<file path="config.mk">
export PLATFORM = sky130hd
export DESIGN_NAME = rat_step_unit
export DESIGN_NICKNAME = d
export VERILOG_FILES = /design/src/rtl/rat_step_unit.sv
export SDC_FILE = /design/constraint.sdc
export NUM_CORES = 1
export LEC_CHECK = 0
export CORE_UTILIZATION = 25
export DETAILED_ROUTE_END_ITERATION = 8
export HOLD_SLACK_MARGIN = 0.02
export PLACE_DENSITY = 0.84
export SLEW_MARGIN = 40
export SYNTH_ARGS = -nofsm -noshare
export SYNTH_HDL_FRONTEND = slang
export SYNTH_SLANG_ARGS = --single-unit
export TNS_END_PERCENT = 10
</file>
<file path="constraint.sdc">
create_clock -name clk -period 2.7 [get_ports clk]
set_clock_uncertainty 0.1 [all_clocks]
set_input_delay 0.81 -clock clk [delete_from_list [all_inputs] [get_ports clk]]
set_output_delay 0.81 -clock clk [all_outputs]
set_load 0.01 [all_outputs]
</file>
<file path="src/rtl/rat_step_unit.sv">
// rat_step_unit
//
// Step/range engine and direction counter for the intelligent-rat maze
// datapath. It picks one coordinate (x or y), steps it by +1 or -1 with
// modulo wrap, and flags steps that leave the grid. It also forms the
// candidate next position. A small registered counter walks the four
// directions, and its all-ones flag (co) tells the controller that every
// direction has been tried.
//
// Build option:
//   RAT_RANGE_CHECK_EN - when defined, out_of_range flags a step off the grid.
//                        When undefined, out_of_range is tied low.
//
// Ports:
//   clk            in   system clock, rising edge
//   rst            in   asynchronous reset, active low (clears the counter)
//   rst_counter    in   synchronous counter clear (highest priority)
//   ld_counter     in   synchronous counter load
//   inc_counter    in   synchronous counter increment (wraps)
//   counter_ld_val in   value loaded on ld_counter
//   cur_x, cur_y   in   current rat position
//   adder_sel      in   1 = step cur_x, 0 = step cur_y
//   inc_dec_sel    in   0 = +1, 1 = -1
//   x_sel, y_sel   in   1 = take adder_res into next_x / next_y
//   adder_res      out  selected coordinate +/-1 (mod 2^WIDTH)
//   next_x, next_y out  candidate next position
//   out_of_range   out  the step wrapped past a grid edge
//   counter_val    out  direction counter
//   co             out  counter is at all-ones

module rat_step_unit #(
    parameter int WIDTH     = 4,
    parameter int CNT_WIDTH = 2
) (
    input  logic                 clk,
    input  logic                 rst,
    input  logic                 rst_counter,
    input  logic                 ld_counter,
    input  logic                 inc_counter,
    input  logic [CNT_WIDTH-1:0] counter_ld_val,
    input  logic [WIDTH-1:0]     cur_x,
    input  logic [WIDTH-1:0]     cur_y,
    input  logic                 adder_sel,
    input  logic                 inc_dec_sel,
    input  logic                 x_sel,
    input  logic                 y_sel,
    output logic [WIDTH-1:0]     adder_res,
    output logic [WIDTH-1:0]     next_x,
    output logic [WIDTH-1:0]     next_y,
    output logic                 out_of_range,
    output logic [CNT_WIDTH-1:0] counter_val,
    output logic                 co
);

    localparam logic [WIDTH-1:0]     ONE_W = WIDTH'(1);
    localparam logic [CNT_WIDTH-1:0] ONE_C = CNT_WIDTH'(1);

    logic [WIDTH-1:0]     adder_inp;
    logic [CNT_WIDTH-1:0] cnt_q;

    assign adder_inp = adder_sel ? cur_x : cur_y;
    assign adder_res = inc_dec_sel ? (adder_inp - ONE_W) : (adder_inp + ONE_W);

    assign next_x = x_sel ? adder_res : cur_x;
    assign next_y = y_sel ? adder_res : cur_y;

`ifdef RAT_RANGE_CHECK_EN
    // A wrapped result is the only way to see 0 after +1 or max after -1.
    assign out_of_range = inc_dec_sel ? (adder_res == '1) : (adder_res == '0);
`else
    assign out_of_range = 1'b0;
`endif

    always_ff @(posedge clk or negedge rst) begin
        if (!rst) begin
            cnt_q <= '0;
        end else if (rst_counter) begin
            cnt_q <= '0;
        end else if (ld_counter) begin
            cnt_q <= counter_ld_val;
        end else if (inc_counter) begin
            cnt_q <= cnt_q + ONE_C;
        end
    end

    assign counter_val = cnt_q;
    assign co          = &cnt_q;

endmodule

</file>
==> run metrics <==
Critical Path Fanout Max 3; final global-route overflow total 0; Post-Synth Adder-Cell Area 16.5%; Design Area, Final between 700 and 800 um^2; max cap viols 0; Die H just under 40 um; post-synthesis sequential area ratio around 14%; synthesis-to-layout area growth 128%; depth of the CTS H-tree 1; crit path launch type input port; YS warnings 0; Synth Area in Compound Gates under 10%; Hold WC Path Type flop to flop; core area around 1300 um^2; placer congestion estimate 0.737; pwr dens around 390 nW/um^2; XOR/XNOR Fraction of Synth Area around a tenth; slowest stage cell, crit path mux2_4; failing checks negative setup slack; share of cells above drive strength 1 between 40% and 50%; WL per Instance around 12 um; Slew Limit Fails 0; vias in the first global route roughly 470; Vias/cell between 4 and 5; Worst-Skew Late Latency ~0.23 ns; CTS tree yes; clock sinks 2; Lkg Pwr 0.399 nW; DRT iter0 DRCs 3; Initial Util between 20% and 30%; placed cells 95; HPWL Detailed ~900 um; crit share post-route 116%; final wirelength roughly 1.2 mm; Synth Net Count 65; layout net count about 110; DP Area 767 um^2; Hold Vio Cnt, Final 0; largest cells by area after synthesis mux2i_1, mux2_2, dfrtp_1; most frequent cells in the layout buf_2, clkdlybuf4s50_1, buf_4; first-pass GRT wire length around 1.9 mm; Die ar. roughly 1500 um^2; DR vias between 400 and 500; Syn Area/Cell between 8 and 9 um^2; GRT Total Usage roughly a fifth; fill count around 120; antenna diode instance count 0; min Tclk post-route between 3 and 4 ns; crit path kind input port to output port; mapped cell area about 350 um^2; I/O pin total 35; Worst EP required ~1.8 ns; DRC 0; Yosys top cell area share between 10% and 20%; Non-Filler Instances a little over 100; initial antenna violation count 0; outcome finished with violations; largest family of logic cells by synthesized area multiplexers; RSZ-0062 raised after global routing true; Core Util, Final a little over 60%; critical-path cell list buf_8, mux2_4, ha_4, a21oi_2, o21ai_2, xnor2_2, buf_4, mux2i_1, buf_2; flip-flop count of the largest register after layout 2; total negative slack -2.84 ns; hold buffers post-CTS 0; FF+latch count, synth 2; Setup WS post-layout -0.420 ns; number of distinct library cells after synthesis 13; chip width ~40 um; Synth Instances 42; Peak VDD IR roughly 0.25 mV; final setup fails 11; post-synthesis mux area share approximately 33%; CTS buffer count 3; Max Fclk between 0.3 and 0.4 GHz; clk root buf clkbuf_4; DRT Pass-1 Iters 4; Post-Place Setup Slack -1.20 ns; largest net degree at the start of global routing 6; Worst-path clk slew 0.03 ns; Worst EP arrival around 2.2 ns; antenna-violating nets left 0; type of destination of the critical path output port; Synth area leader mux2i_1; CP peak stage delay around 0.30 ns; Synth Area in Simple Gates under 10%; row count 13; deepest clock path buffer count 2; I/O Buffers 33
==> report_power, final <==
part,switching (mW),internal [mW],total (mW)
sequential,0.00194,0.0323,0.0343
clock,0.0197,0.0493,0.0690
combinational,0.0849,0.122,0.207
total,0.107,0.203,0.310
==> critical path: cells and delay by family <==
| family | cells | cell delay (ns) |
|---|---|---|
| buffers and inverters | 3 | 0.39 |
| XOR/XNOR | 1 | 0.14 |
| adder cells (fa/ha/maj) | 1 | 0.23 |
| multiplexers | 2 | 0.43 |
| AO/OA/AOI/OAI | 2 | 0.21 |
==> cell usage after synthesis <==
| master | number |
|---|---|
| a21oi_1 | 5 |
| buf_4 | 1 |
| conb_1 | 1 |
| dfrtp_1 | 2 |
| fa_1 | 1 |
| ha_1 | 3 |
| inv_1 | 6 |
| mux2_2 | 5 |
| mux2i_1 | 6 |
| nand2_1 | 1 |
| nor2_1 | 6 |
| o21ai_1 | 1 |
| xnor2_1 | 4 |
==> cell type report <==
cell class	instances	area, um^2	share of cell area (%)
clock buffer	3	22.5	2.83
inverter	6	22.5	2.83
multi-input combinational	33	337	42.2
sequential	2	50.0	6.28
tap	15	18.8	2.35
timing repair buffer	42	347	43.5
==> repair_timing <==
item                       CTS  global route
cloned                       0             0
buffers inserted             2             1
setup endpoints to repair   12            11
resized for setup           82             2
pin swaps                   10             4
==> metrics by stage <==
stage	hold slack (ns)	power (mW)
finish	0.585	0.310
global route	0.634	0.337
CTS	0.606	0.311
detailed placement	0.589	0.233
global placement	0.572	0.228
floorplan	0.414	0.117
==> metal layers <==
metal | wire, um | share of wire [%] | track usage [%]
met5 | 0 | 0 | 0
met1 | 408 | 34 | 18.3
met3 | 99 | 8.2 | 6.82
met4 | 15 | 1.2 | 12.1
met2 | 687 | 57 | 33.3
==> kinds of logic (layout without fill, tap and decap cells) <==
| logic type | Yosys count | count (layout) |
|---|---|---|
| AO/OA/AOI/OAI | 6 | 6 |
| XOR/XNOR | 4 | 4 |
| adder cells (fa/ha/maj) | 4 | 4 |
| buffers and inverters | 7 | 51 |
| flip-flops | 2 | 2 |
| multiplexers | 11 | 11 |
| other | 1 | 1 |
| AND/OR/NAND/NOR | 7 | 7 |
==> worst paths after layout <==
path | to | startpoint | cells past startpoint | slack (ns)
setup / recovery | next_x[3] | adder_sel | 9 | -0.42
min in group asynchronous | counter_val[1] | rst | 1 | 0.64
setup reg to reg | counter_val[1] | counter_val[0] | 5 | 1.45
hold reg to reg | counter_val[1] | counter_val[1] | 4 | 0.58
max in group asynchronous | counter_val[0] | rst | 1 | 1.74
hold / removal | counter_val[1] | counter_val[1] | 4 | 0.58
(Power assumes the default switching activity.)
